$ cat config.mk
export PLATFORM = sky130hd
export DESIGN_NAME = alu_share_arbiter_flat
export DESIGN_NICKNAME = d
export VERILOG_FILES = /design/src/rtl/alu_share_arbiter_if.sv /design/src/rtl/alu_share_arbiter.sv /design/src/flat_wrapper.sv
export SDC_FILE = /design/constraint.sdc
export NUM_CORES = 1
export LEC_CHECK = 0
export CAP_MARGIN = 25
export CORE_MARGIN = 2
export CORE_UTILIZATION = 30
export CTS_BUF_LIST = sky130_fd_sc_hd__clkbuf_8
export DETAILED_ROUTE_END_ITERATION = 16
export RECOVER_POWER = 25
export REMOVE_ABC_BUFFERS = 1
export SKIP_LAST_GASP = 1
export SYNTH_ARGS = -nofsm -noshare
export SYNTH_HDL_FRONTEND = slang
export SYNTH_SLANG_ARGS = --single-unit
$ cat constraint.sdc
create_clock -name clk -period 2.14 [get_ports clk]
set_clock_uncertainty 0.15 [all_clocks]
set_input_delay 0.214 -clock clk [delete_from_list [all_inputs] [get_ports clk]]
set_output_delay 0.214 -clock clk [all_outputs]
set_load 0.02 [all_outputs]
$ cat src/rtl/alu_share_arbiter_if.sv
// Handshake bundle between two requesters, the shared ALU and the response consumer.
// The slave modport is the arbiter's view; master is the environment's view.
`timescale 1ns/1ps
interface alu_share_arbiter_if #(
    parameter int WIDTH = 8,
    parameter int OPW   = 3
);
    logic             req0_valid;
    logic             req0_ready;
    logic [WIDTH-1:0] req0_a;
    logic [WIDTH-1:0] req0_b;
    logic [OPW-1:0]   req0_op;
    logic             req1_valid;
    logic             req1_ready;
    logic [WIDTH-1:0] req1_a;
    logic [WIDTH-1:0] req1_b;
    logic [OPW-1:0]   req1_op;
    logic [WIDTH-1:0] alu_a;
    logic [WIDTH-1:0] alu_b;
    logic [OPW-1:0]   alu_ctrl;
    logic [WIDTH-1:0] alu_result;
    logic             resp_valid;
    logic             resp_ready;
    logic [WIDTH-1:0] resp_data;
    logic             resp_id;
    logic             resp_err;

    modport slave (
        input  req0_valid, req0_a, req0_b, req0_op,
        output req0_ready,
        input  req1_valid, req1_a, req1_b, req1_op,
        output req1_ready,
        output alu_a, alu_b, alu_ctrl,
        input  alu_result,
        output resp_valid, resp_data, resp_id, resp_err,
        input  resp_ready
    );

    modport master (
        output req0_valid, req0_a, req0_b, req0_op,
        input  req0_ready,
        output req1_valid, req1_a, req1_b, req1_op,
        input  req1_ready,
        input  alu_a, alu_b, alu_ctrl,
        output alu_result,
        input  resp_valid, resp_data, resp_id, resp_err,
        output resp_ready
    );
endinterface

$ cat src/rtl/alu_share_arbiter.sv
// Round-robin time-sharing of one combinational ALU between two requesters,
// with a single tagged response channel and one operation outstanding.
`timescale 1ns/1ps
module alu_share_arbiter #(
    parameter int WIDTH = 8,
    parameter int OPW   = 3
) (
    input  logic                  clk,
    input  logic                  reset_n,
    alu_share_arbiter_if.slave    bus
);
    typedef enum logic [1:0] {
        ST_IDLE = 2'd0,
        ST_EXEC = 2'd1,
        ST_RESP = 2'd2
    } state_t;

    localparam logic [OPW-1:0] OP_ADD  = OPW'(3'b010);
    localparam logic [OPW-1:0] OP_XNOR = OPW'(3'b101);

    function automatic logic op_is_illegal(input logic [OPW-1:0] op);
        case (op)
            OP_ADD, OP_XNOR: return 1'b0;
            default:         return 1'b1;
        endcase
    endfunction

    state_t           state_q, state_d;
    logic [WIDTH-1:0] alu_a_q, alu_a_d;
    logic [WIDTH-1:0] alu_b_q, alu_b_d;
    logic [OPW-1:0]   alu_ctrl_q, alu_ctrl_d;
    logic             resp_valid_q, resp_valid_d;
    logic [WIDTH-1:0] resp_data_q, resp_data_d;
    logic             resp_id_q, resp_id_d;
    logic             resp_err_q, resp_err_d;
    logic             last_grant_q, last_grant_d;
    logic             gnt0_s, gnt1_s;

    // Grant selection: only in IDLE; a tie goes to the requester that did not win last.
    always_comb begin
        gnt0_s = 1'b0;
        gnt1_s = 1'b0;
        if (state_q == ST_IDLE) begin
            if (bus.req0_valid && bus.req1_valid) begin
                if (last_grant_q) begin
                    gnt0_s = 1'b1;
                end else begin
                    gnt1_s = 1'b1;
                end
            end else if (bus.req0_valid) begin
                gnt0_s = 1'b1;
            end else if (bus.req1_valid) begin
                gnt1_s = 1'b1;
            end else begin
                gnt0_s = 1'b0;
                gnt1_s = 1'b0;
            end
        end else begin
            gnt0_s = 1'b0;
            gnt1_s = 1'b0;
        end
    end

    // Next-state and datapath updates for the IDLE/EXEC/RESP sequence.
    always_comb begin
        state_d      = state_q;
        alu_a_d      = alu_a_q;
        alu_b_d      = alu_b_q;
        alu_ctrl_d   = alu_ctrl_q;
        resp_valid_d = resp_valid_q;
        resp_data_d  = resp_data_q;
        resp_id_d    = resp_id_q;
        resp_err_d   = resp_err_q;
        last_grant_d = last_grant_q;
        case (state_q)
            ST_IDLE: begin
                if (gnt0_s) begin
                    alu_a_d      = bus.req0_a;
                    alu_b_d      = bus.req0_b;
                    alu_ctrl_d   = bus.req0_op;
                    resp_id_d    = 1'b0;
                    last_grant_d = 1'b0;
                    state_d      = ST_EXEC;
                end else if (gnt1_s) begin
                    alu_a_d      = bus.req1_a;
                    alu_b_d      = bus.req1_b;
                    alu_ctrl_d   = bus.req1_op;
                    resp_id_d    = 1'b1;
                    last_grant_d = 1'b1;
                    state_d      = ST_EXEC;
                end else begin
                    state_d = ST_IDLE;
                end
            end
            ST_EXEC: begin
                resp_data_d  = bus.alu_result;
                resp_err_d   = op_is_illegal(alu_ctrl_q);
                resp_valid_d = 1'b1;
                state_d      = ST_RESP;
            end
            ST_RESP: begin
                if (bus.resp_ready) begin
                    resp_valid_d = 1'b0;
                    state_d      = ST_IDLE;
                end else begin
                    state_d = ST_RESP;
                end
            end
            default: begin
                resp_valid_d = 1'b0;
                state_d      = ST_IDLE;
            end
        endcase
    end

    // State and output registers; reset drops any in-flight operation.
    always_ff @(posedge clk or negedge reset_n) begin
        if (!reset_n) begin
            state_q      <= ST_IDLE;
            alu_a_q      <= {WIDTH{1'b0}};
            alu_b_q      <= {WIDTH{1'b0}};
            alu_ctrl_q   <= {OPW{1'b0}};
            resp_valid_q <= 1'b0;
            resp_data_q  <= {WIDTH{1'b0}};
            resp_id_q    <= 1'b0;
            resp_err_q   <= 1'b0;
            last_grant_q <= 1'b1;
        end else begin
            state_q      <= state_d;
            alu_a_q      <= alu_a_d;
            alu_b_q      <= alu_b_d;
            alu_ctrl_q   <= alu_ctrl_d;
            resp_valid_q <= resp_valid_d;
            resp_data_q  <= resp_data_d;
            resp_id_q    <= resp_id_d;
            resp_err_q   <= resp_err_d;
            last_grant_q <= last_grant_d;
        end
    end

    assign bus.req0_ready = gnt0_s;
    assign bus.req1_ready = gnt1_s;
    assign bus.alu_a      = alu_a_q;
    assign bus.alu_b      = alu_b_q;
    assign bus.alu_ctrl   = alu_ctrl_q;
    assign bus.resp_valid = resp_valid_q;
    assign bus.resp_data  = resp_data_q;
    assign bus.resp_id    = resp_id_q;
    assign bus.resp_err   = resp_err_q;
endmodule

$ cat src/flat_wrapper.sv
// flat-port wrapper written by rule: the top's interface ports become plain ports
module alu_share_arbiter_flat 
#(
    parameter int WIDTH = 8,
    parameter int OPW   = 3
)
  (clk, reset_n, bus_req0_valid, bus_req0_a, bus_req0_b, bus_req0_op, bus_req0_ready, bus_req1_valid, bus_req1_a, bus_req1_b, bus_req1_op, bus_req1_ready, bus_alu_a, bus_alu_b, bus_alu_ctrl, bus_alu_result, bus_resp_valid, bus_resp_data, bus_resp_id, bus_resp_err, bus_resp_ready);
  alu_share_arbiter_if #(.WIDTH(WIDTH), .OPW(OPW)) bus_i ();
  input  logic clk;
  input  logic reset_n;
  input wire logic [$bits(bus_i.req0_valid)-1:0] bus_req0_valid;
  input wire logic [$bits(bus_i.req0_a)-1:0] bus_req0_a;
  input wire logic [$bits(bus_i.req0_b)-1:0] bus_req0_b;
  input wire logic [$bits(bus_i.req0_op)-1:0] bus_req0_op;
  output wire logic [$bits(bus_i.req0_ready)-1:0] bus_req0_ready;
  input wire logic [$bits(bus_i.req1_valid)-1:0] bus_req1_valid;
  input wire logic [$bits(bus_i.req1_a)-1:0] bus_req1_a;
  input wire logic [$bits(bus_i.req1_b)-1:0] bus_req1_b;
  input wire logic [$bits(bus_i.req1_op)-1:0] bus_req1_op;
  output wire logic [$bits(bus_i.req1_ready)-1:0] bus_req1_ready;
  output wire logic [$bits(bus_i.alu_a)-1:0] bus_alu_a;
  output wire logic [$bits(bus_i.alu_b)-1:0] bus_alu_b;
  output wire logic [$bits(bus_i.alu_ctrl)-1:0] bus_alu_ctrl;
  input wire logic [$bits(bus_i.alu_result)-1:0] bus_alu_result;
  output wire logic [$bits(bus_i.resp_valid)-1:0] bus_resp_valid;
  output wire logic [$bits(bus_i.resp_data)-1:0] bus_resp_data;
  output wire logic [$bits(bus_i.resp_id)-1:0] bus_resp_id;
  output wire logic [$bits(bus_i.resp_err)-1:0] bus_resp_err;
  input wire logic [$bits(bus_i.resp_ready)-1:0] bus_resp_ready;
  assign bus_i.req0_valid = bus_req0_valid;
  assign bus_i.req0_a = bus_req0_a;
  assign bus_i.req0_b = bus_req0_b;
  assign bus_i.req0_op = bus_req0_op;
  assign bus_req0_ready = bus_i.req0_ready;
  assign bus_i.req1_valid = bus_req1_valid;
  assign bus_i.req1_a = bus_req1_a;
  assign bus_i.req1_b = bus_req1_b;
  assign bus_i.req1_op = bus_req1_op;
  assign bus_req1_ready = bus_i.req1_ready;
  assign bus_alu_a = bus_i.alu_a;
  assign bus_alu_b = bus_i.alu_b;
  assign bus_alu_ctrl = bus_i.alu_ctrl;
  assign bus_i.alu_result = bus_alu_result;
  assign bus_resp_valid = bus_i.resp_valid;
  assign bus_resp_data = bus_i.resp_data;
  assign bus_resp_id = bus_i.resp_id;
  assign bus_resp_err = bus_i.resp_err;
  assign bus_i.resp_ready = bus_resp_ready;
  alu_share_arbiter #(.WIDTH(WIDTH), .OPW(OPW)) u_core (.clk(clk), .reset_n(reset_n), .bus(bus_i));
endmodule
==> flow_summary.json <==
{
  "synthArstFlopShare": 1.00,
  "insertion_delay_ps": 280,
  "yosysUniqueCellTypes": 28,
  "tns_ps": 0,
  "synth_top_family_by_area": "compound AO/OA/AOI/OAI gates",
  "num_rows": 26,
  "status": "finished, final reports clean",
  "multi_input_area_um2": 614,
  "r2r-end": "u_core.bus.alu_b[5]",
  "viasPerCell": 4.87,
  "synth_compound_area_frac": 0.198,
  "diodes": 0,
  "drtIter0Drc": 78,
  "end_kind": "output pin",
  "track_usage": 0.161,
  "worst_pin_slew_ps": 823,
  "synth_most_common_cell": "dfrtp_1",
  "drv_slew": 0,
  "crit_family": "flip-flops",
  "fmax_mhz": 543,
  "hp-class": "register to register",
  "path_class": "register to output pin",
  "cts-root-buf": "clkbuf_8",
  "synth.area.top_cells": "dfrtp_1, o311ai_1, nand4_1",
  "hold_viol_final": 0,
  "cpPeakStageDelay_ps": 430,
  "drv_cap": 0,
  "yosys.area_share.adder": 0,
  "cp_data_required_time_ps": 1780,
  "synth-edff-count": 0,
  "synthXorXnorAreaFrac": 0,
  "avgSynthCellArea_um2": 10.6,
  "yosys_warnings": 0,
  "die_w_um": 77.2,
  "die_y_um": 77.2,
  "crit_buf_inv": 1,
  "finalNetCount": 289,
  "cp_max_fo": 7,
  "netlist_area_um2": 1610,
  "p_leak_nw": 1.11,
  "route.detailed.drc": 0,
  "setup_viol": 0,
  "min_period_over_period": 0.860,
  "start_kind": "register",
  "fillers": 508,
  "cts_buffer_depth": 2,
  "crit_path_end": "bus_req1_ready",
  "max_slew_margin": 0.451,
  "core_um2": 5140,
  "portBuffers": 82,
  "grt_max_degree": 34,
  "gp_congestion": 0.699,
  "rr_worst_depth": 5,
  "cellPowerDensity_nw_per_um2": 1420,
  "seqCellArea_um2": 827,
  "vias": 1504,
  "critical_path_depth": 3,
  "peakVddDrop_mv": 0.633,
  "antenna_found_initial": 0,
  "dr.pass1.iters": 4,
  "ant_nets": 0,
  "start_util": 0.313,
  "routedWlPerCell_um": 15.0,
  "path_clk_slew_ps": 60,
  "synth_cells": 152,
  "grt_setup_unrepaired": "false",
  "synth.ff_latch_count": 33,
  "slowest_stage": "dfrtp_1",
  "critPathArrivalTime_ps": 1480,
  "cts_tree": "yes",
  "post-synth-top-area-fraction": 0.498,
  "grt_pass1_wl_mm": 7.69,
  "r2r-start": "u_core.state_q[1]",
  "cp_cell_sequence": "nor2_4 -> and3_1 -> dlygate4sd2_1",
  "wirelength_mm": 4.64,
  "cts.sinks": 33,
  "area_delta_synth_final_pct": 61.3,
  "synthMuxAreaShare": 0.0561,
  "synth_commonest_cells": "dfrtp_1, inv_1, nand4_1",
  "die-area_um2": 5960,
  "grt-ovfl-total": 0,
  "yosysTopAreaCell": "dfrtp_1",
  "cts_buffers": 5,
  "drive_gt1_frac": 0.134,
  "ys.flop_type": "dfrtp_1",
  "grt_pass1_vias": 1563,
  "io_pins": 83,
  "hold_slack_ps": 335,
  "htree_levels": 2,
  "dp.final_hpwl_mm": 3.22,
  "startpoint": "u_core.state_q[1]",
  "seq_area_frac_synth": 0.515,
  "fin_crit_ps": 1840,
  "reg2reg_setup_slack_ps": 440,
  "yosys.area_share.simple": 0.125
}
## where the power goes
group          internal (mW)  switching (mW)  leakage, nW
combinational           1.02            1.08        0.666
clock                  0.218           0.212       0.0505
sequential             0.957           0.185        0.392
total                   2.20            1.48         1.11
## layout by cell type (no fill, tap or decap), drive strengths merged
| master | instances |
|---|---|
| or3b | 1 |
| clkdlybuf4s50 | 79 |
| dlygate4sd2 | 1 |
| nand4 | 19 |
| o21a | 1 |
| inv | 23 |
| dfstp | 1 |
| clkbuf | 6 |
| dlygate4sd3 | 1 |
| nand3b | 1 |
| buf | 10 |
| o311ai | 19 |
| and3 | 2 |
| nor2b | 1 |
| nand3 | 1 |
| nand2 | 1 |
| nor2 | 3 |
| dlymetal6s2s | 1 |
| nand2b | 1 |
| o21ai | 22 |
| or2 | 1 |
| a21o | 3 |
| dfrtp | 32 |
| mux2 | 8 |
| clkinv | 1 |
## logic make-up (layout without fill, tap and decap cells)
group | count (synthesis) | after routing
compound gates | 45 | 45
buf+inv | 35 | 122
flops | 33 | 33
mux | 8 | 8
simple gates | 31 | 31
## worst min path at each step
| stage | start | end | slack, ps | cells after the start |
|---|---|---|---|---|
| global route | u_core.bus.resp_id | u_core.bus.resp_id | 360 | 1 |
| finish | u_core.bus.resp_id | u_core.bus.resp_id | 330 | 1 |
| floorplan | reset_n | u_core.bus.alu_a[0] | -230 | 0 |
| global placement | reset_n | u_core.bus.resp_data[5] | 170 | 1 |
| detailed placement | reset_n | u_core.bus.resp_data[5] | 170 | 1 |
| CTS | u_core.bus.resp_id | u_core.bus.resp_id | 340 | 1 |
## repair_timing
| item | CTS | global route |
|---|---|---|
| pin swaps | 0 | 1 |
| buffers inserted | 0 | 0 |
| hold buffers | 1 | 0 |
| gates resized for setup | 2 | 1 |
| endpoints found under the hold margin | 32 | 0 |
| setup endpoints to repair | 2 | 1 |
## per-layer routing
layer / global-route usage / routed length (µm) / part of all wire
met1: 0.208 / 2100 / 0.45
met2: 0.262 / 2170 / 0.47
met3: 0.0588 / 347 / 0.075
met4: 0.0321 / 22 / 0.0047
met5: 0 / 0 / 0
## registers in the layout (all words and copies together) (netlist names)
name,count
u_core.bus.alu_a,8
u_core.bus.alu_b,8
u_core.bus.resp_data,8
u_core.bus.alu_ctrl,3
u_core.state_q,2
u_core.bus.resp_err,1
u_core.bus.resp_id,1
u_core.bus.resp_valid,1
u_core.last_grant_q,1
## stage by stage
| step | cells | setup WS [ps] | utilization | area, µm² | power (mW) |
|---|---|---|---|---|---|
| 2_1_floorplan | 138 | 331 | - | 1520 | 2.22 |
| 3_3_place_gp | 300 | 223 | 0.485 | 2490 | 3.24 |
| 3_5_place_dp | 300 | 221 | 0.485 | 2490 | 3.26 |
| 4_1_cts | 309 | 11.0 | 0.504 | 2590 | 3.71 |
| 5_1_grt | 309 | 210 | 0.504 | 2590 | 3.94 |
| 6_report | 309 | 300 | 0.504 | 2590 | 3.68 |
## layout make-up
class	instances	area share
Inverter	21	0.0304
Timing Repair Buffer	93	0.348
Tap cell	70	0.0338
Multi-Input combinational cell	84	0.237
Clock inverter	3	0.00483
Sequential cell	33	0.319
Clock buffer	5	0.0266
Power figures use the tool's default switching activity.
